[config.mk]
export PLATFORM = sky130hd
export DESIGN_NAME = wr_data_control
export DESIGN_NICKNAME = d
export VERILOG_FILES = /design/src/rtl/wr_data_control.sv
export SDC_FILE = /design/constraint.sdc
export NUM_CORES = 1
export LEC_CHECK = 0
export BUFFER_PORTS_ARGS = -buffer_cell sky130_fd_sc_hd__buf_4
export CAP_MARGIN = 20
export CORE_AREA = 4 4 439 441
export DETAILED_ROUTE_END_ITERATION = 12
export DIE_AREA = 0 0 443 445
export GPL_TIMING_DRIVEN = 0
export SETUP_SLACK_MARGIN = 0.02
export SLEW_MARGIN = 30
export SYNTH_ARGS = -nofsm -noshare
export SYNTH_HDL_FRONTEND = slang
export SYNTH_SLANG_ARGS = --single-unit
[constraint.sdc]
create_clock -name clk -period 9.8 [get_ports clk]
set_input_delay 1.96 -clock clk [delete_from_list [all_inputs] [get_ports clk]]
set_output_delay 1.96 -clock clk [all_outputs]
set_load 0.1 [all_outputs]
[src/rtl/wr_data_control.sv]
// AXI write-data beat controller: turns the decompressed stream into WDATA beats
// with WLAST per burst and on the final beat, then waits for every burst response.
module wr_data_control #(
   parameter int DATA_WIDTH  = 512,
   parameter int BURST_BEATS = 64,
   parameter int LEN_WIDTH   = 32
) (
   input  logic                    clk,
   input  logic                    rst,
   input  logic                    start,
   input  logic [LEN_WIDTH-1:0]    decompression_length,
   input  logic [DATA_WIDTH-1:0]   din_data,
   input  logic                    din_valid,
   output logic                    din_ready,
   output logic [DATA_WIDTH-1:0]   m_wdata,
   output logic [DATA_WIDTH/8-1:0] m_wstrb,
   output logic                    m_wvalid,
   input  logic                    m_wready,
   output logic                    m_wlast,
   input  logic                    m_bvalid,
   input  logic [1:0]              m_bresp,
   output logic                    m_bready,
   output logic                    busy,
   output logic                    done,
   output logic                    error
);

   localparam int STRB_W   = DATA_WIDTH / 8;
   localparam int OFF_W    = $clog2(STRB_W);
   localparam int BURST_W  = $clog2(BURST_BEATS);
   // One extra bit so a full-scale length cannot overflow the beat count.
   localparam int BEAT_W   = LEN_WIDTH - OFF_W + 1;
   localparam int BURSTS_W = BEAT_W - BURST_W + 1;

   localparam logic [1:0] S_IDLE = 2'd0;
   localparam logic [1:0] S_DATA = 2'd1;
   localparam logic [1:0] S_RESP = 2'd2;
   localparam logic [1:0] S_DONE = 2'd3;

   logic [1:0]          state;
   logic [BEAT_W-1:0]   total_beats;
   logic [BEAT_W-1:0]   beat_cnt;
   logic [BEAT_W-1:0]   last_beat;
   logic [BEAT_W-1:0]   start_beats;
   logic [BURSTS_W-1:0] total_bursts;
   logic [BURSTS_W-1:0] start_bursts;
   logic [BURSTS_W-1:0] resp_cnt;
   logic [BURSTS_W-1:0] resp_cnt_next;
   logic [OFF_W-1:0]    tail;
   logic [BURST_W-1:0]  burst_cnt;
   logic                in_data;
   logic                final_beat;
   logic                beat_xfer;
   logic                resp_xfer;

   assign start_beats  = BEAT_W'(decompression_length[LEN_WIDTH-1:OFF_W])
                       + BEAT_W'(decompression_length[OFF_W-1:0] != '0);
   assign start_bursts = BURSTS_W'(start_beats[BEAT_W-1:BURST_W])
                       + BURSTS_W'(start_beats[BURST_W-1:0] != '0);

   assign last_beat  = total_beats - BEAT_W'(1);
   assign final_beat = (beat_cnt == last_beat);
   assign in_data    = (state == S_DATA);
   assign beat_xfer  = in_data & din_valid & m_wready;

   assign m_bready  = (state == S_DATA) | (state == S_RESP);
   // Never count past the expected number of responses.
   assign resp_xfer = m_bvalid & m_bready & (resp_cnt != total_bursts);
   assign resp_cnt_next = resp_cnt + BURSTS_W'(resp_xfer);

   assign din_ready = in_data & m_wready;
   assign m_wvalid  = in_data & din_valid;
   assign m_wdata   = in_data ? din_data : '0;
   assign m_wlast   = m_wvalid & ((burst_cnt == BURST_W'(BURST_BEATS - 1)) | final_beat);
   assign busy      = (state == S_DATA) | (state == S_RESP);
   assign done      = (state == S_DONE);

   always_comb begin
      m_wstrb = '1;
      if (in_data && final_beat && (tail != '0)) begin
         for (int i = 0; i < STRB_W; i++) begin
            m_wstrb[i] = (OFF_W'(i) < tail);
         end
      end
   end

   always_ff @(posedge clk) begin
      if (rst) begin
         state        <= S_IDLE;
         total_beats  <= '0;
         total_bursts <= '0;
         tail         <= '0;
         beat_cnt     <= '0;
         burst_cnt    <= '0;
         resp_cnt     <= '0;
         error        <= 1'b0;
      end else begin
         case (state)
            S_IDLE: begin
               if (start) begin
                  total_beats  <= start_beats;
                  total_bursts <= start_bursts;
                  tail         <= decompression_length[OFF_W-1:0];
                  beat_cnt     <= '0;
                  burst_cnt    <= '0;
                  resp_cnt     <= '0;
                  error        <= 1'b0;
                  state        <= (start_beats == '0) ? S_DONE : S_DATA;
               end
            end
            S_DATA: begin
               if (beat_xfer) begin
                  beat_cnt  <= beat_cnt + BEAT_W'(1);
                  burst_cnt <= burst_cnt + BURST_W'(1);
                  if (final_beat) state <= S_RESP;
               end
            end
            S_RESP: begin
               if (resp_cnt_next == total_bursts) state <= S_DONE;
            end
            default: state <= S_IDLE;
         endcase
         // Responses are tracked independently of the data phase.
         if (resp_xfer) begin
            resp_cnt <= resp_cnt_next;
            if (m_bresp != 2'b00) error <= 1'b1;
         end
      end
   end

endmodule

Yosys cells after proc, flatten, opt, wreduce, memory -nomap -nowiden:

Cells that the tools add are included.

* input port bits: 552
* flip-flop bits (word level): 113
* logic and storage cells: 133
* output and inout bits: 583

* bitwise operators: 8
* add/subtract/negate cells: 6
* order comparisons: 64
* mux-type cells: 21
* equal/unequal tests: 11
* reduce and logical (&&, ||, !) cells: 15

Operator list (count)
* $mux W512: 1
* $lt A6 B6 Y1 const A: 32
* $lt A5 B6 Y1 const A: 16
* $mux W22: 3
* $mux W64: 1
* $mux W27: 2
* $pmux W27 S2: 1
* $lt A4 B6 Y1 const A: 8
* $add A26 B1 Y27: 1
* $add A27 B1 Y27 const B: 1
* $eq A27 B27 Y1: 1
* $logic_not A27 Y1: 1
* $sub A27 B1 Y27 const B: 1
* $lt A3 B6 Y1 const A: 4
* $add A21 B1 Y22: 1
* $add A22 B1 Y22: 1
* $eq A22 B22 Y1: 1
* $ne A22 B22 Y1: 1
* $reduce_bool A6 Y1: 3
* $lt A1 B6 Y1 const A: 2
* $lt A2 B6 Y1 const A: 2
* $mux W6: 2
* $pmux W6 S2: 1
* $mux W2: 5
* 16 further kinds: 33

Depth between registers and ports, before layout:

* depth in word-level cells: 8
* gate-level depth with buffers: 19

Worst setup path before layout:

OpenSTA, ideal clock, no wires.

* path type: register to output
* start point: reg total_beats[2]
* end point: out m_wlast
* slack: 2815 ps
* required time: 7840 ps
* arrival: 5025 ps
* stages on the path, launching flop included: 11
* cell sequence: dfxtp_1 buf_6 or4_4 nor3b_4 nand2_2 or3_1 xnor2_1 or4_1 or4_4 buf_6 a21boi_0

* cells in the longest elaborated chain, start to end: 4

Ends and longest elaborated chain
* start: declaration: line 41 `logic [BEAT_W-1:0] total_beats;`
* start signal: assignment: line 101 `total_beats <= start_beats;`
* $sub A27 B1 Y27: line 61 `assign last_beat = total_beats - BEAT_W'(1);`
* $eq A27 B27 Y1: line 62 `assign final_beat = (beat_cnt == last_beat);`
* $or A1 B1 Y1: line 74 `assign m_wlast = m_wvalid & ((burst_cnt == BURST_W'(BURST_BEATS - 1)) | final_beat);`
* $and A1 B1 Y1: line 74
* end: declaration: line 19 `output logic m_wlast,`

Every way passes these cells.

Final worst setup path:

* start point: reg total_beats[0]
* end point: out m_wstrb[27]

* cells in the longest elaborated chain, start to end: 5

Ends and longest elaborated chain
* $sub A27 B1 Y27: line 61
* $eq A27 B27 Y1: line 62
* $logic_and A1 B1 Y1 (2 in a row): line 80 `if (in_data && final_beat && (tail != '0)) begin`
* $mux W64: line 80
* end: declaration: line 16 `output logic [DATA_WIDTH/8-1:0] m_wstrb,`

Every way passes these cells.

==> flow_summary.json <==
{
  "outcome": "complete, no violations",
  "hpwlAfterDp_um": 217000,
  "ant_nets": 0,
  "period_minus_slack_ps": 6690,
  "post-route-util_pct": 12.7,
  "avgRoutedWirePerCell_um": 42.1,
  "core_area_um2": 189000,
  "ys_seq_area_share_pct": 19.5,
  "crit_type": "register to output pin",
  "ir_drop_mv": 0.257,
  "grt_pass1_vias": 17100,
  "port_buffers": 1126,
  "synthesis.nets": 2260,
  "num_vias": 18500,
  "htree_levels": 4,
  "clock_path_buffers": 2,
  "cap_violations": 0,
  "routed_wl_um": 228000,
  "die_x_um": 443,
  "setup_viol": 0,
  "clock_latency_ps": 430,
  "area.sequential_um2": 2260,
  "fillers": 22000,
  "firstDrtPassIters": 6,
  "gp_congestion": 1.07,
  "syn_inst": 1692,
  "multi_input_area_um2": 8730,
  "crit_arrival_ps": 4730,
  "synth_edf_count": 0,
  "viasPerCell": 3.42,
  "crit_fanout": 10,
  "cts-root-buf": "clkbuf_16",
  "cts_tree": "done",
  "drive_above_1_share_pct": 41.8,
  "grt_antenna_before_repair": 149,
  "path_clk_slew_ps": 60,
  "route.detailed.drc": 0,
  "areaGrowthSynthToFinish_pct": 106,
  "cts_sinks": 113,
  "final_hold_viol_count": 0,
  "numCtsBuffers": 17,
  "synth_seq_cells": 113,
  "grtUsageTotal_pct": 21.9,
  "worst_slew_pin_slew_ps": 950,
  "skew_ps": 16.4,
  "fin_nets": 3406,
  "row_count": 160,
  "syn_area_um2": 11600,
  "avgSynthCellArea_um2": 6.86,
  "slew_headroom_pct": 36.6,
  "hold_path_class": "register to register",
  "fin_crit_sh_pct": 68.3,
  "grt_max_degree": 17,
  "ys_warn_count": 0,
  "setup_ws_ps": 3110,
  "grt_pass1_wl_um": 264000,
  "chipHeight_um": 445,
  "cts_hold_buf": 0,
  "start_util_pct": 6.14,
  "synthArstFlopShare_pct": 0,
  "ys.flop_type": "dfxtp_1",
  "drv_slew": 0,
  "overflow": 0,
  "leakage_nw": 10.2,
  "pin_count": 1135,
  "pre_cts_ws_ps": 3330,
  "worstSetupStartpointType": "register",
  "rsz0062_at_grt": "no",
  "cellPowerDensity_nw_per_um2": 374,
  "drt-initial-drc-count": 1787,
  "fin_setup_tns_ps": 0,
  "required_ps": 7840,
  "max_freq_mhz": 149,
  "cts_resized": 0,
  "die_area_um2": 197000,
  "ys_types": 70,
  "crit_path_end_kind": "output pin",
  "p_total_mw": 8.96,
  "cts_setup_buffers": 0
}
registers in the layout (all words and copies together) (netlist names):
| name | flops |
|---|---|
| tail | 6 |
| resp_cnt | 22 |
| total_bursts | 22 |
| state | 2 |
| burst_cnt | 6 |
| error | 1 |
| beat_cnt | 27 |
| total_beats | 27 |
where the power goes:
group          switching [mW]  total, mW  internal, mW
sequential             0.0790      0.602         0.523
combinational            6.37       7.71          1.33
clock                   0.272      0.654         0.382
total                    6.72       8.96          2.24
critical path, cell delays in order (launching register included):
cell,delay [ps]
dfxtp_1,350
inv_1,70
ha_1,230
nor4b_2,480
nand2_1,350
nor4_1,390
xnor2_1,160
o21ai_0,90
or4_1,400
or4_4,530
buf_6,170
nor2_2,260
buf_2,290
o211ai_1,220
buf_4,320
routing by layer:
layer  global-route usage, %  routed length, µm  part of all wire, %
met5                   0.757                996                 0.44
met4                    9.60              12400                  5.4
met3                    12.2              28000                   12
met2                    34.6             101000                   44
met1                    24.1              85100                   37
cell families (layout without fill, tap and decap cells):
kind of cell,after synthesis,after routing,synth area share [%]
buffers and inverters,162,1321,5.50
AOI/OAI and AO/OA,219,219,11.6
and+or+nand+nor,1031,1031,50.2
xor gates and xnor gates,142,142,10.7
other,1,46,0.0323
muxes,8,8,0.690
DFF,113,113,19.5
adders and majority gates,16,16,1.72
placed cells by master (no fill, tap or decap), drive strengths merged, types with 5 or more instances in the layout:
cell     instances
a2111oi          6
a211oi          31
a21oi           63
a31oi           11
and2           520
and3            15
and4            11
buf           1139
clkbuf         146
clkinv           6
dfxtp          113
diode           45
ha              16
inv             26
mux2i            8
nand2          125
nand3           55
nand3b           7
nand4           37
nand4b           7
nor2           136
nor2b           11
nor3            42
nor3b           15
nor4            18
o211ai          14
o21ai           65
o31ai            6
or2              5
or3              8
or4              5
xnor2           64
xor2            78
cell type report:
class	instances	area share, %
Clock buffer	17	1.78
Buffer	141	2.35
Clock inverter	15	0.721
Timing Repair Buffer	1127	35.4
Inverter	21	0.329
Sequential cell	113	9.44
Tap cell	2511	13.1
Antenna cell	45	0.470
Multi-Input combinational cell	1417	36.4
final timing paths:
check                endpoint  slack [ps]  depth (start not counted)             start
min          total_bursts[18]         470                          2  total_bursts[18]
min reg2reg  total_bursts[18]         470                          2  total_bursts[18]
max reg2reg          state[0]        4030                         18      resp_cnt[14]
max               m_wstrb[27]        3110                         14    total_beats[0]
synth_stat cells (14+ instances only):
cell | instances | area (µm²)
o211ai_1 | 14 | 105
nand3_1 | 55 | 275
nor2_1 | 135 | 507
a211oi_1 | 31 | 233
xnor2_1 | 64 | 561
and3_1 | 15 | 93.8
nand2_1 | 124 | 465
clkbuf_1 | 129 | 484
nor4_1 | 18 | 113
ha_1 | 16 | 200
and2_1 | 519 | 3250
dfxtp_1 | 113 | 2260
nor3_1 | 41 | 205
inv_1 | 19 | 71.3
o21ai_0 | 65 | 325
nor3b_1 | 14 | 105
xor2_1 | 78 | 683
nand4_1 | 37 | 231
a21oi_1 | 63 | 315
per-stage QoR:
step	hold slack, ps	cells	cell area, µm²
2_1_floorplan	443	1692	11600
3_3_place_gp	462	5329	23200
3_5_place_dp	463	5330	23200
4_1_cts	471	5362	23800
5_1_grt	476	5373	23900
6_report	471	5407	24000
No activity file was read; power rests on OpenSTA's default activity.
